$ cat src/rtl/enigma_stepper_if.sv
// Key-input and rotor-chain output channels of the Enigma stepper.
// The master side offers key codes and consumes letters and positions.
interface enigma_stepper_if;
    logic        key_valid;
    logic [4:0]  key_code;
    logic        key_ready;
    logic        out_valid;
    logic        out_ready;
    logic [25:0] out_letter;
    logic [4:0]  pos_l;
    logic [4:0]  pos_m;
    logic [4:0]  pos_r;

    modport master (
        output key_valid, key_code, out_ready,
        input  key_ready, out_valid, out_letter, pos_l, pos_m, pos_r
    );

    modport slave (
        input  key_valid, key_code, out_ready,
        output key_ready, out_valid, out_letter, pos_l, pos_m, pos_r
    );
endinterface

$ cat src/rtl/enigma_stepper.sv
// Enigma rotor position controller: odometer stepping with the middle-rotor
// double-step, and a one-entry output register feeding the rotor chain.
module enigma_stepper #(
    parameter logic [4:0] NOTCH_R = 5'd21,
    parameter logic [4:0] NOTCH_M = 5'd4,
    parameter int         CNT_W   = 16
) (
    input  logic             clk,
    input  logic             rst_n,
    input  logic             load,
    input  logic [4:0]       load_pos_l,
    input  logic [4:0]       load_pos_m,
    input  logic [4:0]       load_pos_r,
    enigma_stepper_if.slave  kif,
    output logic             key_err,
    output logic [CNT_W-1:0] key_count
);
    localparam logic [4:0] LAST_POS = 5'd25;

    logic [4:0]  pos_l, pos_m, pos_r;
    logic        out_valid;
    logic [25:0] out_letter;
    logic        key_ready;
    logic        accept;
    logic        code_ok;
    logic        step_l;
    logic        step_m;

    function automatic logic [4:0] advance(input logic [4:0] p);
        return (p >= LAST_POS) ? 5'd0 : p + 5'd1;
    endfunction

    function automatic logic [4:0] sanitize(input logic [4:0] p);
        return (p > LAST_POS) ? 5'd0 : p;
    endfunction

    // NOTE: every signal is assigned on every pass, so no latch can be inferred.
    always_comb begin
        key_ready = !load && (!out_valid || kif.out_ready);
        accept    = kif.key_valid && key_ready;
        code_ok   = kif.key_code <= LAST_POS;
        // Middle rotor at its notch steps itself and the left rotor (double-step).
        step_l    = (pos_m == NOTCH_M);
        step_m    = (pos_r == NOTCH_R) || step_l;
    end

    // NOTE: non-blocking assignments so all stepping tests see pre-step positions.
    always_ff @(posedge clk or negedge rst_n) begin
        if (!rst_n) begin
            pos_l      <= 5'd0;
            pos_m      <= 5'd0;
            pos_r      <= 5'd0;
            out_valid  <= 1'b0;
            out_letter <= '0;
            key_count  <= '0;
            key_err    <= 1'b0;
        end else if (load) begin
            pos_l      <= sanitize(load_pos_l);
            pos_m      <= sanitize(load_pos_m);
            pos_r      <= sanitize(load_pos_r);
            out_valid  <= 1'b0;
            out_letter <= '0;
            key_count  <= '0;
            key_err    <= 1'b0;
        end else begin
            key_err <= accept && !code_ok;
            if (accept && code_ok) begin
                if (step_l) pos_l <= advance(pos_l);
                if (step_m) pos_m <= advance(pos_m);
                pos_r      <= advance(pos_r);
                out_letter <= 26'd1 << kif.key_code;
                out_valid  <= 1'b1;
                key_count  <= key_count + CNT_W'(1);
            end else if (out_valid && kif.out_ready) begin
                out_valid <= 1'b0;
            end
        end
    end

    assign kif.key_ready  = key_ready;
    assign kif.out_valid  = out_valid;
    assign kif.out_letter = out_letter;
    assign kif.pos_l      = pos_l;
    assign kif.pos_m      = pos_m;
    assign kif.pos_r      = pos_r;
endmodule

$ cat src/flat_wrapper.sv
// flat-port wrapper written by rule: the top's interface ports become plain ports
module enigma_stepper_flat 
#(
    parameter logic [4:0] NOTCH_R = 5'd21,
    parameter logic [4:0] NOTCH_M = 5'd4,
    parameter int         CNT_W   = 16
)
  (clk, rst_n, load, load_pos_l, load_pos_m, load_pos_r, key_err, key_count, kif_key_valid, kif_key_code, kif_out_ready, kif_key_ready, kif_out_valid, kif_out_letter, kif_pos_l, kif_pos_m, kif_pos_r);
  enigma_stepper_if kif_i ();
  input  logic clk;
  input  logic rst_n;
  input  logic load;
  input  logic [4:0] load_pos_l;
  input  logic [4:0] load_pos_m;
  input  logic [4:0] load_pos_r;
  output logic key_err;
  output logic [CNT_W-1:0] key_count;
  input wire logic [$bits(kif_i.key_valid)-1:0] kif_key_valid;
  input wire logic [$bits(kif_i.key_code)-1:0] kif_key_code;
  input wire logic [$bits(kif_i.out_ready)-1:0] kif_out_ready;
  output wire logic [$bits(kif_i.key_ready)-1:0] kif_key_ready;
  output wire logic [$bits(kif_i.out_valid)-1:0] kif_out_valid;
  output wire logic [$bits(kif_i.out_letter)-1:0] kif_out_letter;
  output wire logic [$bits(kif_i.pos_l)-1:0] kif_pos_l;
  output wire logic [$bits(kif_i.pos_m)-1:0] kif_pos_m;
  output wire logic [$bits(kif_i.pos_r)-1:0] kif_pos_r;
  assign kif_i.key_valid = kif_key_valid;
  assign kif_i.key_code = kif_key_code;
  assign kif_i.out_ready = kif_out_ready;
  assign kif_key_ready = kif_i.key_ready;
  assign kif_out_valid = kif_i.out_valid;
  assign kif_out_letter = kif_i.out_letter;
  assign kif_pos_l = kif_i.pos_l;
  assign kif_pos_m = kif_i.pos_m;
  assign kif_pos_r = kif_i.pos_r;
  enigma_stepper #(.NOTCH_R(NOTCH_R), .NOTCH_M(NOTCH_M), .CNT_W(CNT_W)) u_core (.clk(clk), .rst_n(rst_n), .load(load), .load_pos_l(load_pos_l), .load_pos_m(load_pos_m), .load_pos_r(load_pos_r), .kif(kif_i), .key_err(key_err), .key_count(key_count));
endmodule
$ cat config.mk
export PLATFORM = sky130hd
export DESIGN_NAME = enigma_stepper_flat
export DESIGN_NICKNAME = d
export VERILOG_FILES = /design/src/rtl/enigma_stepper_if.sv /design/src/rtl/enigma_stepper.sv /design/src/flat_wrapper.sv
export SDC_FILE = /design/constraint.sdc
export NUM_CORES = 1
export LEC_CHECK = 0
export CAP_MARGIN = 5
export CORE_ASPECT_RATIO = 1.4
export CORE_MARGIN = 5
export CORE_UTILIZATION = 48
export CTS_BUF_LIST = sky130_fd_sc_hd__clkbuf_16
export DETAILED_ROUTE_END_ITERATION = 16
export PLACE_DENSITY_LB_ADDON = 0.08
export SLEW_MARGIN = 20
export SYNTH_ARGS = -nofsm -noshare
export SYNTH_HDL_FRONTEND = slang
export SYNTH_SLANG_ARGS = --single-unit
$ cat constraint.sdc
create_clock -name clk -period 2.24 [get_ports clk]
set_clock_uncertainty 0.1 [all_clocks]
set_input_delay 0.448 -clock clk [delete_from_list [all_inputs] [get_ports clk]]
set_output_delay 0.448 -clock clk [all_outputs]
set_load 0.01 [all_outputs]
==> metrics.txt <==
outcome=finished clean; first-pass GRT wire length=14.0 mm; DRT Wirelength=roughly 8.2 mm; RSZ-0062 raised after global routing=no; critical path type=in -> out; pin count of the biggest net entering global routing=60; Starting Density=0.493; Fin. Hold Viols=0; Util after Layout=0.732; IO Port Bufs=84; 1st-iter DRT viols=roughly 120; clock root cell=clkbuf_16; Total GRT Usage=0.208; vias in the first global route=2988; Final setup viols=0; ANT nets after route=0; max_cap viols=0; Die ar.=~8100 um^2; asr flop ratio synth=1.00; HP Class=in -> async; num ports=85; DP HPWL=approximately 6.1 mm; Comb pwr share=0.188; Sink Count=59; Layout fillers=approximately 460; leakage power=roughly 1.9 nW; Final period util=0.940; residual overflow from global routing=0; PostCTS Resize Cnt=1; CTS H-tree depth=3; Switching Share=0.274; Yosys warning count=0; vias per cell=5.75; clk slew on worst S/H paths=about 0.05 ns; Worst path max stage delay=around 0.49 ns; critical path's slowest cell=clkdlybuf4s50_1; average cell area after synthesis=9.87 um^2; Distinct cells, synth=between 50 and 60; core area=between 6000 and 7000 um^2; CTS Buffer Depth=2; final critical-path required period=2.11 ns; Crit Path Max Fanout=5; Die Ht=between 100 and 150 um; RD Place Congestion=roughly 0.88; First-pass DRT Iterations=5; CP startpoint kind=input pin; clk_lat worst skew=about 0.33 ns; CP endpoint kind=output port; VDD IR max=just over 0.5 mV; Data required, critical path=1.69 ns; Post-synth EDFFs=0; row count=34; Pint=around 2.3 mW; Worst Tran Pin Value=around 0.55 ns; Clk pwr share=0.424; Vias=a little under 3000; final hold slack=0.0220 ns; Num CTS Buffers=9; Buf/Inv on CP=3; layout net count=466; Gate Count Post-Synth=310; Fin Setup TNS=0 ns; Post-Syn Nets=343; WL/cell=about 16 um; Seq/Total Area, Yosys=0.482; crit-path leading delay family=buffers and inverters; layout cells sized above 1=0.164; Synth Register Bits=a little under 60; Mapped Area=3060 um^2; hold_buf cts=0; Die Span X=77.5 um; CP cell instances=clkdlybuf4s50_1 -> buf_4 -> nor2_1 -> dlygate4sd2_1; Post CTS Setup Buffer Count=0; CTS tree=done; slew margin rel.=0.626; PwrDens=approximately 700 nW/um^2; Slew Viols, Final=0; Peak Freq=475 MHz; Sequential Power Share=0.388; Synth Flop Type=dfrtp_1; ANT cells=0; area delta synth->final=48.6%; Worst EP arrival=about 1.6 ns; DRC viols=0; Switch Pwr=approximately 870 uW; initial antenna violation count=0
-- layout by cell type (no fill, tap or decap), drive strengths merged, types with 3 or more instances in the layout --
| cell | instances |
|---|---|
| a21oi | 17 |
| a22o | 12 |
| a22oi | 3 |
| a31oi | 5 |
| a32oi | 3 |
| buf | 43 |
| clkbuf | 9 |
| clkdlybuf4s50 | 82 |
| clkinv | 5 |
| dfrtp | 59 |
| ha | 8 |
| inv | 17 |
| mux2 | 3 |
| mux2i | 4 |
| nand2 | 28 |
| nand3 | 19 |
| nand3b | 3 |
| nand4 | 8 |
| nor2 | 9 |
| nor2b | 4 |
| nor3 | 6 |
| nor3b | 4 |
| nor4 | 3 |
| o21ai | 22 |
| o22ai | 3 |
| o311ai | 3 |
| o31ai | 5 |
| o41ai | 3 |
| or2 | 5 |
| or3 | 3 |
| or4 | 7 |
-- power groups by stage --
| stage | registers [mW] | logic, mW | clock network (mW) |
|---|---|---|---|
| 6_report | 1.23 | 0.596 | 1.34 |
| 5_1_grt | 1.24 | 0.654 | 1.42 |
| 4_1_cts | 1.23 | 0.599 | 1.36 |
| 3_5_place_dp | 1.24 | 0.596 | 0 |
| 3_3_place_gp | 1.24 | 0.587 | 0 |
| 2_1_floorplan | 1.26 | 0.250 | 0 |
-- flip-flops by register name, summed over array words and instances (netlist names) --
| register | cells |
|---|---|
| u_core.kif.pos_m | 5 |
| u_core.kif.out_valid | 1 |
| u_core.kif.pos_l | 5 |
| u_core.kif.pos_r | 5 |
| u_core.kif.out_letter | 26 |
| u_core.key_err | 1 |
| u_core.key_count | 16 |
-- area by class of cell --
class / instances / area (um^2) / area share
timing repair buffer: 126 / 1160 / 0.256
clock inverter: 7 / 68.8 / 0.0151
tap: 72 / 90.1 / 0.0198
clock buffer: 9 / 225 / 0.0495
multi-input combinational: 220 / 1460 / 0.321
inverter: 17 / 63.8 / 0.0140
sequential: 59 / 1480 / 0.325
-- synth_stat cells, drive strengths merged, types with 4 or more instances --
master,count,area (um^2)
dfrtp,59,1480
nand2,28,105
o21ai,22,110
nand3,19,95.1
a21oi,17,85.1
inv,17,63.8
a22o,12,105
nor2,9,33.8
ha,8,100
nand4,8,50.1
buf,7,52.5
clkbuf,7,26.3
or4,7,52.6
nor3,6,35.0
a31oi,5,31.3
o31ai,5,37.5
or2,5,31.3
mux2i,4,40.0
nor2b,4,25.0
nor3b,4,30.0
-- worst paths after layout --
kind | startpoint | endpoint | slack [ns] | cells past startpoint
max reg2reg | u_core.kif.pos_m[1] | u_core.kif.pos_m[2] | 0.17 | 6
min in group clk | u_core.kif.out_letter[5] | u_core.kif.out_letter[5] | 0.38 | 2
min | rst_n | u_core.kif.out_letter[14] | 0.02 | 2
min reg2reg | u_core.kif.out_letter[5] | u_core.kif.out_letter[5] | 0.38 | 2
max in group asynchronous | rst_n | u_core.kif.pos_r[2] | 1.76 | 2
max | load | kif_key_ready | 0.13 | 4
-- layer usage --
layer	global-route usage	routed length [um]	part of all wire
met3	0.0459	424	0.051
met5	0	0	0
met4	0.0688	88	0.011
met2	0.366	4370	0.53
met1	0.246	3350	0.41
-- logic make-up after synthesis --
| family | after synthesis | share of synthesized area |
|---|---|---|
| simple gates | 110 | 0.197 |
| compound gates | 93 | 0.212 |
| flops | 59 | 0.482 |
| buf+inv | 31 | 0.0466 |
| fa+ha+maj | 8 | 0.0327 |
| mux | 7 | 0.0241 |
| xor+xnor | 2 | 0.00572 |
-- metrics by stage --
| stage | std cells | area, um^2 | setup slack [ns] | total power [mW] |
|---|---|---|---|---|
| 3_5_place_dp | 494 | 4240 | -0.190 | 1.84 |
| 2_1_floorplan | 310 | 3060 | 0.177 | 1.51 |
| 4_1_cts | 510 | 4530 | 0.110 | 3.18 |
| 3_3_place_gp | 494 | 4240 | -0.133 | 1.83 |
| 5_1_grt | 510 | 4550 | 0.0486 | 3.31 |
| 6_report | 510 | 4550 | 0.134 | 3.17 |
(Power assumes the default switching activity.)
